**config.mk**
```make
export PLATFORM = sky130hd
export DESIGN_NAME = regfile_write_arbiter
export DESIGN_NICKNAME = d
export VERILOG_FILES = /design/src/rtl/regfile_write_arbiter.sv
export SDC_FILE = /design/constraint.sdc
export NUM_CORES = 1
export LEC_CHECK = 0
export CORE_MARGIN = 5
export CORE_UTILIZATION = 49
export DETAILED_ROUTE_END_ITERATION = 6
export PLACE_DENSITY_LB_ADDON = 0.05
export SYNTH_ARGS = -nofsm -noshare
export SYNTH_HDL_FRONTEND = slang
export SYNTH_SLANG_ARGS = --single-unit
```
**constraint.sdc**
```tcl
create_clock -name clk -period 3.8 [get_ports clk]
set_input_delay 0.38 -clock clk [delete_from_list [all_inputs] [get_ports clk]]
set_output_delay 0.38 -clock clk [all_outputs]
set_load 0.02 [all_outputs]
```
**src/rtl/regfile_write_arbiter.sv**
```systemverilog
// regfile_write_arbiter
//
// Arbitrates the single register-file write port between the pipeline
// writeback stage (wb) and long-latency units (aux: mult/div, load return).
// Aux writes are buffered in a 2-entry FIFO; pipeline writes are never
// buffered. The pipeline normally wins, but a buffered aux entry that has
// lost arbitration STARVE_LIMIT times in a row is granted next, so aux
// results cannot be stalled forever. The winning write is registered onto
// the rf_* outputs for exactly one cycle. Writes to r0 are consumed but
// never enable the register file.
//
// Ports:
//   clk          sole clock, rising edge
//   reset_n      asynchronous active-low reset
//   wb_valid     pipeline writeback request
//   wb_rd        pipeline destination register
//   wb_data      pipeline writeback value
//   wb_ready     pipeline request granted this cycle (combinational)
//   aux_valid    aux write request
//   aux_rd       aux destination register
//   aux_data     aux writeback value
//   aux_ready    aux request accepted into the FIFO this cycle
//   rf_we        register-file write enable (registered)
//   rf_waddr     register-file write address (registered, holds when idle)
//   rf_wdata     register-file write data (registered, holds when idle)
//   aux_pending  FIFO non-empty, for hazard stall logic (registered state)

module regfile_write_arbiter #(
  parameter int STARVE_LIMIT = 3
) (
  input  logic        clk,
  input  logic        reset_n,
  input  logic        wb_valid,
  input  logic [4:0]  wb_rd,
  input  logic [31:0] wb_data,
  output logic        wb_ready,
  input  logic        aux_valid,
  input  logic [4:0]  aux_rd,
  input  logic [31:0] aux_data,
  output logic        aux_ready,
  output logic        rf_we,
  output logic [4:0]  rf_waddr,
  output logic [31:0] rf_wdata,
  output logic        aux_pending
);

  localparam logic [2:0] STARVE_MAX = 3'(STARVE_LIMIT);

  // FIFO entry layout: {rd[4:0], data[31:0]}
  logic [36:0] mem_q [2];
  logic [36:0] mem_d [2];
  logic        wr_ptr_q, wr_ptr_d;
  logic        rd_ptr_q, rd_ptr_d;
  logic [1:0]  count_q, count_d;
  logic [2:0]  starve_q, starve_d;
  logic        rf_we_q, rf_we_d;
  logic [4:0]  rf_waddr_q, rf_waddr_d;
  logic [31:0] rf_wdata_q, rf_wdata_d;

  logic        fifo_full;
  logic        head_valid;
  logic        push;
  logic        grant_head;
  logic        grant_wb;
  logic [36:0] head_entry;
  logic [4:0]  head_rd;
  logic [31:0] head_data;

  // Arbitration looks only at the registered FIFO count, so an entry pushed
  // this cycle cannot be granted until the next one. aux_ready depends on
  // fullness alone, not on a same-cycle pop, to keep it off the grant path.
  // Both ready outputs are forced low while reset is asserted.
  always_comb begin
    fifo_full  = (count_q == 2'd2);
    head_valid = (count_q != 2'd0);
    head_entry = mem_q[rd_ptr_q];
    head_rd    = head_entry[36:32];
    head_data  = head_entry[31:0];

    aux_ready  = reset_n && !fifo_full;
    push       = aux_valid && aux_ready;
    grant_head = head_valid && (!wb_valid || (starve_q == STARVE_MAX));
    grant_wb   = wb_valid && !grant_head;
    wb_ready   = reset_n && grant_wb;
  end

  // FIFO bookkeeping: push writes at wr_ptr, a head grant pops at rd_ptr.
  // Push is impossible when full and pop impossible when empty, so the
  // 2-bit count can neither overflow nor underflow.
  always_comb begin
    mem_d    = mem_q;
    wr_ptr_d = wr_ptr_q;
    rd_ptr_d = rd_ptr_q;
    if (push) begin
      mem_d[wr_ptr_q] = {aux_rd, aux_data};
      wr_ptr_d        = ~wr_ptr_q;
    end
    if (grant_head) begin
      rd_ptr_d = ~rd_ptr_q;
    end
    count_d = count_q + {1'b0, push} - {1'b0, grant_head};
  end

  // Starve counter: counts consecutive lost arbitrations of a waiting head;
  // cleared by a head grant or an empty FIFO, saturating at the limit.
  always_comb begin
    starve_d = starve_q;
    if (grant_head || !head_valid) begin
      starve_d = 3'd0;
    end else if (starve_q != STARVE_MAX) begin
      starve_d = starve_q + 3'd1;
    end
  end

  // Output register: the granted write appears one cycle after the grant.
  // A grant to r0 completes the handshake but leaves rf_we low, and
  // address/data only move when a real write is issued.
  always_comb begin
    rf_we_d    = 1'b0;
    rf_waddr_d = rf_waddr_q;
    rf_wdata_d = rf_wdata_q;
    if (grant_head) begin
      if (head_rd != 5'd0) begin
        rf_we_d    = 1'b1;
        rf_waddr_d = head_rd;
        rf_wdata_d = head_data;
      end
    end else if (grant_wb) begin
      if (wb_rd != 5'd0) begin
        rf_we_d    = 1'b1;
        rf_waddr_d = wb_rd;
        rf_wdata_d = wb_data;
      end
    end
  end

  // Control and output state, cleared asynchronously.
  always_ff @(posedge clk or negedge reset_n) begin
    if (!reset_n) begin
      wr_ptr_q   <= 1'b0;
      rd_ptr_q   <= 1'b0;
      count_q    <= 2'd0;
      starve_q   <= 3'd0;
      rf_we_q    <= 1'b0;
      rf_waddr_q <= 5'd0;
      rf_wdata_q <= 32'd0;
    end else begin
      wr_ptr_q   <= wr_ptr_d;
      rd_ptr_q   <= rd_ptr_d;
      count_q    <= count_d;
      starve_q   <= starve_d;
      rf_we_q    <= rf_we_d;
      rf_waddr_q <= rf_waddr_d;
      rf_wdata_q <= rf_wdata_d;
    end
  end

  // FIFO storage needs no reset: entries are only read when count says so.
  always_ff @(posedge clk) begin
    mem_q <= mem_d;
  end

  assign rf_we       = rf_we_q;
  assign rf_waddr    = rf_waddr_q;
  assign rf_wdata    = rf_wdata_q;
  assign aux_pending = (count_q != 2'd0);

endmodule

```
* After elaboration in Yosys (flattened, before gate mapping)
Cells that the tools add are included.
Storage, ports and cells: register bits after elaboration 119, bits of input ports 78, output and inout port bits 41, logic and storage cells 62
Operators by class: add/subtract/negate cells 3, magnitude comparators 3, eq/ne operators 4, multiplexer cells 20, bitwise logic cells 4, reductions and logical operators 19
Operators by type and width (count):
- two-way mux 37 bit | 4
- two-way mux 32 bit | 4
- bitwise mux 74 bit | 1
- demux 37 bit (select 1 bit) | 1
- two-way mux 5 bit | 4
- nonzero test 5 bit | 2
- nonzero test 2 bit | 4
- logical AND 1 bit | 6
- two-way mux 3 bit | 2
- >= comparator 2 bit (second input constant) | 2
- zero test 1 bit | 4
- two-way mux 1 bit | 4
- NOT 1 -> 2 bit | 2
- adder 3 x 1 -> 3 bit (second input constant) | 1
- == test 3 x 2 -> 1 bit (second input constant) | 1
- != test 3 x 2 -> 1 bit (second input constant) | 1
- AND reduction 3 bit | 1
- adder 2 x 1 -> 2 bit | 1
- == test 2 bit (second input constant) | 1
- logical OR 1 bit | 2
- < comparator 2 x 1 -> 1 bit (second input constant) | 1
- != test 2 x 1 -> 1 bit (second input constant) | 1
- NOT 1 bit | 2
- subtractor 2 x 1 -> 2 bit | 1

* Depth between registers and ports, before layout
word-level depth 7, mapped depth 12, mapped depth without buffers 10

* Worst setup path after synthesis
No wires, ideal clock.
path kind reg-to-reg, from register count_q[0], to register mem_q[37] (netlist bit), enable pin, library setup time 0.431 ns, arrival time 2.832 ns, data required time 3.369 ns, slack 0.536 ns, cell stages (with the launch flop) 5, buffers on the path 0, period minus slack after synthesis 3.264 ns, path through dfrtp_1 inv_1 a21boi_0 nand2_1 nor2_1
Between the ends: cells in the longest elaborated chain, start to end 4
Ends and longest elaborated chain:
- from (decl) | RTL line 54 | logic [1:0] count_q, count_d;
- from (signal assigned) | RTL line 150 | count_q <= count_d;
- == test 2 bit | RTL line 74 | fifo_full = (count_q == 2'd2);
- zero test 1 bit | RTL line 80 | aux_ready = reset_n && !fifo_full;
- logical AND 1 bit | RTL line 80
- named net aux_ready | RTL line 40 | output logic aux_ready,
- logical AND 1 bit | RTL line 81 | push = aux_valid && aux_ready;
- to (signal assigned) | RTL line 160 | mem_q <= mem_d;
- to (decl) | RTL line 50 | logic [36:0] mem_q [2];
The timed path passes the listed nets, and every way through them passes these cells. A chain may end at the register's enable or synchronous reset.

* Worst setup path in the final report
from input port reset_n, to output port wb_ready
Between the ends: cells in the longest elaborated chain, start to end 1
Ends and longest elaborated chain:
- from (decl) | RTL line 32 | input logic reset_n,
- logical AND 1 bit | RTL line 84 | wb_ready = reset_n && grant_wb;
- to (decl) | RTL line 36 | output logic wb_ready,
Every way passes these cells.

==> summary.md <==
| Metric | Value |
|---|---|
| Synthesized area per cell | `16.2 µm²` |
| R2r setup slk | `between 1 and 1.5 ns` |
| Initial antenna violation count | `0` |
| Overall Power | `between 5 and 6 mW` |
| Rows | `35` |
| Main synth FF type | `edfxtp_1` |
| Pins Over Slew Limit | `0` |
| Antenna Cells | `0` |
| Type of the worst setup path | `input pin to output pin` |
| DR DRC count | `0` |
| Clock sink total | `119` |
| Clock latency on the worst-skew pair | `0.50 ns` |
| VDD IR max | `0.462 mV` |
| R2R Path End | `count_q[1]` |
| Slowest stage delay, CP | `0.60 ns` |
| Post-Route WL | `10.3 mm` |
| HP Start | `starve_q[0]` |
| Fin. Hold Viols | `0` |
| Vias | `2980` |
| Asr flop ratio synth | `37.8%` |
| Global-route wire length before repair | `16.7 mm` |
| Worst hold endpoint | `starve_q[0]` |
| #FFs+latches synth | `119` |
| Max_cap viols | `0` |
| Chip width | `108 µm` |
| DR iter-0 viols | `between 100 and 150` |
| Simple-Gate Fraction of Synth Area | `5.87%` |
| Routed len/inst | `between 15 and 20 µm` |
| Clock root buffer | `clkbuf_8` |
| Initial DRT Pass Iterations | `4` |
| Chip height | `108 µm` |
| Skew final | `0.00845 ns` |
| HPWL Detailed | `6.56 mm` |
| Setup Viol. Count Final | `0` |
| Setup TNS | `0 ns` |
| Synth Area in Adders | `1.07%` |
| H-tree levels | `4` |
| Critical-path top delay cell | `clkdlybuf4s50_1` |
| Critical path peak fanout | `46` |
| Synth warn | `0` |
| Worst-path clk slew | `0.05 ns` |
| Routing usage on met1 | `a little under a quarter` |
| EDFF count, synth | `74` |
| Path type of the worst min-delay path | `flop to flop` |
| Fin crit period | `2.74 ns` |
| Pin count of the biggest net entering global routing | `47` |
| Vias in the first global route | `approximately 3300` |
| Global route hottest layer | `met2` |
| Yosys cell types | `30` |
| Grt ovf | `0` |
| Initial core utilization | `50.3%` |
| Worst-path cell chain | `dlygate4sd3_1 -> buf_2 -> buf_4 -> and3_1 -> clkdlybuf4s50_1` |
| PortBufs | `118` |
| Number of nets in the layout | `493` |
| Worst r2r src | `starve_q[0]` |
| F_max | `~0.37 GHz` |
| Slew @ Worst Pin | `1.27 ns` |
| Synth Area in XOR/XNOR | `less than 1%` |
| Seq/Total Area, Yosys | `between 70% and 80%` |
| CTS tree | `yes` |
| CP Capture Type | `output pin` |
| Die footprint | `11600 µm²` |
| LEAKAGE | `2.52 nW` |
| Period Utilization, post-route | `72.0%` |
| Worst reg-to-reg path cell count | `10` |
| Core area | `9280 µm²` |
| Post-DR vias/cell | `about 5.4` |
| Mux contribution to synthesized area | `around 8.0%` |
| Gp weighted congestion | `about 0.75` |
| Post-synthesis cell area | `between 4000 and 5000 µm²` |
| GR Util met3 | `6.12%` |
| Status | `finished clean` |
| RSZ-0062 raised after global routing | `false` |
| Power Density | `768 nW/µm²` |
| Total CTS buffers | `17` |
| M2 GR Usage | `32.6%` |
| Synth Instances | `288` |
| Rel. slew slack | `15.2%` |
| Share of post-route cells with drive strength above 1 | `a little over a tenth` |
| Area grow syn2layout | `40.4%` |
| Crit path required time | `roughly 3.4 ns` |
| CP Launch Type | `input pin` |
| Largest family of logic cells by synthesized area | `compound AO/OA/AOI/OAI gates` |
| Hold path depth | `1` |
| Synth Area in Compound Gates | `9.14%` |
| Clock tree buffer depth | `2` |
| Data arrival time of the worst path | `2.36 ns` |
| IO Count | `~120` |
| GRT Overall Usage | `19.1%` |
| Syn Nets | `370` |
| Antenna Nets Post-Route | `0` |
| Resize count post-CTS | `0` |
-- cells in the final DEF (no fill, tap or decap), types with 2 or more instances in the layout --
cell               n
dfrtp_1           44
clkinv_4           2
and3_1             2
mux2i_1           36
buf_4              6
ha_1               4
inv_1              5
xnor2_1            4
nor2_1             7
edfxtp_1          74
bufinv_16          5
clkdlybuf4s50_1  117
nor3_1            33
o21a_1             3
clkbuf_16         16
clkinv_2           5
nand2_1            2
clkinvlp_4         2
a221o_1           36
-- worst max-delay path: cells and delay by family --
kind,cells,cell delay [ns]
simple gates,1,0.25
buf+inv,4,1.71
-- power breakdown --
group	switching, mW	internal, mW	total (mW)	leakage [nW]
clock network	0.545	1.13	1.67	0.304
registers	0.169	1.70	1.87	1.21
logic	0.769	0.728	1.50	1.01
total	1.48	3.55	5.03	2.52
-- what timing repair did --
action | 4_1_cts | 5_1_grt
hold endpoints to repair | 39 | 0
setup buffers | 0 | 0
hold buffers | 1 | 0
-- worst max-delay path by stage --
stage / end / slack [ns] / start / depth (start not counted)
after global placement: count_q[1] / 1.02 / wb_valid / 9
after floorplan: mem_q[37] / 0.54 / count_q[0] / 4
after CTS: wb_ready / 1.01 / reset_n / 5
final: wb_ready / 1.06 / reset_n / 5
after detailed placement: count_q[1] / 0.91 / wb_valid / 9
after global routing: count_q[1] / 0.87 / starve_q[0] / 10
-- kinds of logic (layout without fill, tap and decap cells) --
kind of cell             Yosys count  count (layout)
XOR/XNOR                           4               4
AND/OR/NAND/NOR                   53              53
multiplexers                      37              37
flip-flops                       119             119
adder cells (fa/ha/maj)            4               4
AO/OA/AOI/OAI                     44              44
buffers and inverters             27             163
-- cells in the mapped netlist (all sizes together), types with 2 or more instances --
| cell type | count | area [µm²] |
|---|---|---|
| and3 | 3 | 18.8 |
| buf | 16 | 123 |
| nor2 | 8 | 30.0 |
| a221o | 36 | 360 |
| nand2 | 2 | 7.51 |
| edfxtp | 74 | 2220 |
| o21a | 3 | 22.5 |
| mux2i | 36 | 360 |
| ha | 4 | 50.1 |
| clkbuf | 5 | 18.8 |
| dfrtp | 45 | 1130 |
| inv | 6 | 22.5 |
| xnor2 | 4 | 35.0 |
| nor3 | 33 | 165 |
-- final cells by class --
type	count	area, µm²
Clock buffer	18	418
Clock inverter	14	208
Fill cell	681	2730
Inverter	6	22.5
Multi-Input combinational cell	142	1170
Sequential cell	119	3350
Tap cell	129	161
Timing Repair Buffer	125	1230
-- per-layer routing --
metal  wire (µm)  up-vias
met5           0        -
met4          69        0
met3         626        5
met2        5360       97
met1        4290     1485
li1            -     1393
-- through the flow --
| stage | hold WS, ns | setup slack (ns) | instance area [µm²] | util [%] | instances |
|---|---|---|---|---|---|
| 6_report | 0.434 | 1.06 | 6560 | 70.6 | 553 |
| 5_1_grt | 0.429 | 0.871 | 6560 | 70.6 | 553 |
| 4_1_cts | 0.427 | 1.01 | 6560 | 70.6 | 553 |
| 3_5_place_dp | 0.428 | 0.914 | 5920 | 63.8 | 520 |
| 3_3_place_gp | 0.417 | 1.02 | 5920 | 63.8 | 520 |
| 2_1_floorplan | 0.0844 | 0.536 | 4670 | - | 288 |
-- state kept, by name (all words and copies together), names as in the netlist --
signal    count
count_q       2
starve_q      3
rf_wdata     32
wr_ptr_q      1
mem_q        74
rf_waddr      5
rf_we         1
rd_ptr_q      1
Power figures use the tool's default switching activity.
==> edit 1 (same settings) <==
`rf_wdata_q` no longer has a reset.
--- a/src/rtl/regfile_write_arbiter.sv
+++ b/src/rtl/regfile_write_arbiter.sv
@@ -144,5 +144,4 @@
       rf_we_q    <= 1'b0;
       rf_waddr_q <= 5'd0;
-      rf_wdata_q <= 32'd0;
     end else begin
       wr_ptr_q   <= wr_ptr_d;
@@ -152,6 +151,9 @@
       rf_we_q    <= rf_we_d;
       rf_waddr_q <= rf_waddr_d;
-      rf_wdata_q <= rf_wdata_d;
     end
+  end
+
+  always_ff @(posedge clk) begin
+    rf_wdata_q <= rf_wdata_d;
   end
 
Check against the original RTL: not equivalent (a bounded check fails within 4 cycles, from zero or initial values and one cycle with reset_n low).
==> edit 1 against the original RTL <==
Design area decreased by 1.6%; sequential cell count unchanged; worst setup slack better by 45 ps; register-to-register slack improved by 70 ps; wire length fell by 11%; synthesized area down 2.5%; total power shrank 4.0%; largest power group unchanged.
==> edit 1: results (changes against the original RTL) <==
Synth
The async set-reset flop share out of synthesis came to 10.9% (-27 points). The post-synthesis share of cell area spent on full adders, half adders and majority gates is 1.10% (+0.027 points). The post-synthesis sequential area ratio came to 77.0% (+5.3 points). By area the synthesized netlist is led by edfxtp_1 (70%), mux2i_1 (8.1%), dfrtp_1 (7.1%). The xor/xnor cell area share of the yosys netlist came to 0.769% (+0.019 points). The count of distinct cell types in the synthesized netlist is 27 (-10%). The net count after synthesis is 361 (-2.4%). The compound-gate portion of the synthesized area is 6.04% (-3.1 points).

STA
The slew at the pin closest to its max-slew limit is 882 ps (-390 ps). The post-route clock skew is 6.53 ps (-1.92 ps).

Routing
The first-pass iteration count of the detailed router is 5 (+1). The total via count in the routed design is 2736 (-8.2%). The DRC violation total after the first TritonRoute iteration was 90 (-24%). The wire length per cell is 17.2 um (-7.8%).

Run status
The run finished with clean final reports.

Global route
The pin count of the biggest net entering global routing is 71 (+51%). The aggregate global-route resource usage is 16.8% (-2.3 points). The via count of the first global-routing pass is 2916 (-10%).

The global-route wire length before repair is 14.2 mm (-15%).

Placement
The HPWL after detailed placement is 5.87 mm (-11%).

Setup path
The top fanout value on the critical path is 3 (-93%). The number of cells on the worst reg-to-reg path was 6 (-4). The data arrival at the endpoint of the critical path is 2310 ps (-50 ps).

Power and ir drop
The maximum vdd drop was 0.340 mV (-27%).

Finish
The final layout net count is 491 (-0.41%). The share of final-layout standard cells stronger than drive strength 1 came to 10.7% (-0.19 points).
## edit 1: per-stage QoR
step           instances  hold slack [ps]
6_report             533              179
5_1_grt              533              180
4_1_cts              533              158
3_5_place_dp         501              440
3_3_place_gp         501              415
2_1_floorplan        279             84.4
## edit 1: critical path, stage by stage, from the launching register on
cell,delay (ps)
dfrtp_1,390
ha_1,200
ha_1,260
o21ai_4,170
and3_1,180
clkdlybuf4s50_1,600
## edit 1: worst paths after layout
path	from	end	slack (ps)
setup / recovery	starve_q[0]$_DFFE_PN0P_	wb_ready	1110
hold / removal	reset_n	count_q[1]$_DFF_PN0_	180
hold reg to reg	starve_q[0]$_DFFE_PN0P_	starve_q[0]$_DFFE_PN0P_	450
setup reg to reg	starve_q[0]$_DFFE_PN0P_	rf_wdata[3]$_DFFE_PP_	1190
max in group asynchronous	reset_n	rd_ptr_q$_DFFE_PN0P_	3430
min in group clk	starve_q[0]$_DFFE_PN0P_	starve_q[0]$_DFFE_PN0P_	450
## edit 1: area by class of cell
class	instances	area [sq um]	share of cell area, %
flip-flops and latches	119	3510	54.4
repair buffers	123	1220	18.9
multi-input cells	140	973	15.1
clock buffers	17	414	6.42
clock inverters	15	168	2.60
well taps	111	139	2.15
inverters	8	30.0	0.465
## edit 1: metal layers
layer | GRT usage, % | wire (um) | up-vias
li1 | - | - | 1317
met1 | 19.1 | 3770 | 1322
met2 | 29.3 | 4770 | 93
met3 | 6.98 | 595 | 4
met4 | 4.57 | 54 | 0
met5 | 0 | 0 | -
## edit 1: report_power, final
group	leakage (nW)	total (W)	switching (W)	internal, W
clock	0.276	0.00154	0.000598	0.000946
sequential	1.16	0.00194	0.000134	0.00180
combinational	0.980	0.00135	0.000733	0.000616
total	2.41	0.00483	0.00146	0.00336
## edit 1: logic make-up (layout without fill, tap and decap cells)
family                   Yosys count  after routing
AO/OA/AOI/OAI                     42             42
XOR/XNOR                           4              4
adder cells (fa/ha/maj)            4              4
buffers and inverters             20            163
flip-flops                       119            119
multiplexers                      37             37
AND/OR/NAND/NOR                   53             53
==> edit 2 (config.mk and constraints unchanged) <==
Without the edit above. Make the reset (`reset_n`) synchronous in one clocked block. Comments in the files are not updated.
--- a/src/rtl/regfile_write_arbiter.sv
+++ b/src/rtl/regfile_write_arbiter.sv
@@ -136,5 +136,5 @@
 
   // Control and output state, cleared asynchronously.
-  always_ff @(posedge clk or negedge reset_n) begin
+  always_ff @(posedge clk) begin
     if (!reset_n) begin
       wr_ptr_q   <= 1'b0;
Behaviour: differs if reset_n is asserted again (counterexample within 4 cycles, from zero or initial values and one cycle with reset_n low); with reset_n held inactive, the same outputs for 4 cycles.
==> edit 2 against the original RTL <==
First-iteration DRC count is 15% higher; clock power fell by 4%; cell count increased by 22%; synthesized area increased by 6.7%; design area grew 4.2%; wire length increased by 13%; critical path depth increased by 1; sequential share of layout area shrank 5.4 points; total power is 13% lower; worst setup slack got worse by 170 ps; sequential cell count stayed put; synthesized cell count rose by 45%; register-to-register slack about the same.
==> edit 2: results (changes against the original RTL) <==
Run status
The run finished with clean final reports.

Clocking
The number of levels in the clock H-tree is 4 (unchanged). Clock-pin slew was measured on the worst setup and hold paths at 60 ps. The total CTS buffers is 17 (unchanged).

The maximum count of clock buffers along a single path is 2 (unchanged). In this run the clock root is driven by a clkbuf_8. The total setup buffers inserted after CTS came to 0 (unchanged). The number of gates resized after CTS is 0 (unchanged).

The clock latency of the later-clocked register in the worst-skew pair came to 500 ps (about the same).

Routing
The routed metal-1 wire length was 4.77 mm (+11%). The sum of met3 wire segment lengths after detailed routing is 808 um (+29%). The top layer reached by signal wires is met4. The mean number of vias per cell is 5.43 (+0.70%). The DRC violation total after the first TritonRoute iteration is 137 (+15%). The routed wire length is 11.7 mm (+13%). The first-pass iteration count of the detailed router came to 4 (unchanged). The met2 wire length is 6.03 mm (+12%).

Placement
The HPWL after detailed placement came to 7.62 mm (+16%). The routability-driven placement congestion ratio is 0.734 (-1.5%). The total cell area at the placement stage came to 6230 sq um (+5.2%).

The number of buffers added on ports was 118 (unchanged).

STA
The slew at the pin closest to its max-slew limit is 1070 ps (-200 ps). The post-route clock skew came to 9.35 ps (+0.898 ps).

Setup path
The number of cells on the worst reg-to-reg path is 6 (-4). The top fanout value on the critical path is 23 (-50%). The data arrival at the endpoint of the critical path came to 2530 ps (+170 ps).

Synth
The most used flip-flop cell after synthesis is edfxtp_1. The async set-reset flop share out of synthesis is 0% (-38 points). Ranked by instance count, the synthesized netlist is headed by o21ai_0 (82), edfxtp_1 (74), dfxtp_1 (45).

The count of distinct cell types in the synthesized netlist is 27 (-10%). The number of flops mapped to enable cells by yosys is 74 (unchanged). The net count after synthesis is 501 (+35%). By area the synthesized netlist is led by edfxtp_1 (45%), dfxtp_1 (18%), o21ai_0 (8.2%).

The post-synthesis sequential area ratio is 62.7% (-9.0 points). The number of warnings printed during yosys synthesis is 0 (unchanged).

Finish
The number of flip-flops in the largest register is 74 (unchanged). The final layout net count came to 609 (+24%). The share of final-layout standard cells stronger than drive strength 1 is 13.9% (+3.0 points).

The number of fillers in the final layout is 708 (+4.0%). The number of antenna cells inserted is 0 (unchanged). Ranked by flip-flop count, first place goes to mem_q.

Hold path
In this run the worst hold path is classified as flop to flop. The instance count along the most critical hold path is 1 (unchanged).

Power and ir drop
The internal power was 0.00308 W (-13%). The maximum vdd drop is 0.297 mV (-36%). The standby leakage power was 2.32 nW (-7.9%).

Global route
The pin count of the biggest net entering global routing is 81 (+72%). The aggregate global-route resource usage is 19.5% (+0.37 points). The residual overflow from global routing is 0 (unchanged). The via count of the first global-routing pass is 3850 (+18%). The initial antenna violation count is 0 (unchanged). The global-route wire length before repair came to 19.1 mm (+15%).
[edit 2: cell types whose count changed in the layout (fill, tap and decap cells not counted), moves of 6 or more]
cell and change:
a221o_1 -36, dfrtp_1 -44, dfxtp_1 +44, nand2_1 +37, nand4_1 +37, nor2_1 -6, nor3_1 -32, o21ai_0 +82
o21ai_2 +30
[edit 2: through the flow]
stage / power, W / setup WS, ps / instances
floorplan: 0.00237 / 324 / 419
global placement: 0.00278 / 1000 / 641
detailed placement: 0.00281 / 902 / 641
CTS: 0.00442 / 822 / 673
global route: 0.00458 / 672 / 673
finish: 0.00437 / 894 / 673
[edit 2: routing by layer]
metal	track usage (%)	vias to the layer above
met5	0	-
met4	5.58	0
met3	5.79	6
met2	34.6	132
met1	22.9	1722
li1	-	1792
[edit 2: layout make-up]
cell class                      count  area (sq um)  share of cell area, %
Inverter                            5          18.8                  0.275
Clock inverter                     13           180                   2.64
Sequential cell                   119          3120                   45.7
Multi-Input combinational cell    257          1680                   24.5
Tap cell                          133           166                   2.44
Clock buffer                       19           422                   6.17
Timing Repair Buffer              127          1240                   18.2
[edit 2: worst paths after layout]
| path | startpoint | slack, ps | endpoint |
|---|---|---|---|
| worst min register to register | starve_q[0]$_SDFFE_PP0N_ | 430 | starve_q[0]$_SDFFE_PP0N_ |
| worst max-delay path | count_q[1]$_SDFF_PN0_ | 890 | wb_ready |
| worst max register to register | count_q[1]$_SDFF_PN0_ | 1120 | rf_wdata[6]$_SDFFE_PN0P_ |
| worst min-delay path | starve_q[0]$_SDFFE_PP0N_ | 430 | starve_q[0]$_SDFFE_PP0N_ |
[edit 2: critical path: stages, from the launching register on]
cell             delay [ps]
dfxtp_1                 360
nor2_4                  440
or2_1                   190
buf_4                   220
inv_1                    90
nor2_1                  120
clkdlybuf4s50_1         620
[edit 2: logic make-up after synthesis]
logic type                 Yosys count  share of synthesized area, %
and+or+nand+nor                     97                          10.2
adders and majority gates            4                          1.00
DFF                                119                          62.7
AOI/OAI and AO/OA                  116                          14.1
buffers and inverters               43                          4.09
muxes                               37                          7.43
xor gates and xnor gates             3                         0.527
[edit 2: power groups by stage]
| stage | registers [W] | clock network (W) | logic [W] |
|---|---|---|---|
| after floorplan | 0.00173 | 0 | 0.000630 |
| after global placement | 0.00165 | 0 | 0.00112 |
| after detailed placement | 0.00166 | 0 | 0.00115 |
| after CTS | 0.00163 | 0.00163 | 0.00116 |
| after global routing | 0.00165 | 0.00169 | 0.00124 |
| final | 0.00163 | 0.00160 | 0.00114 |
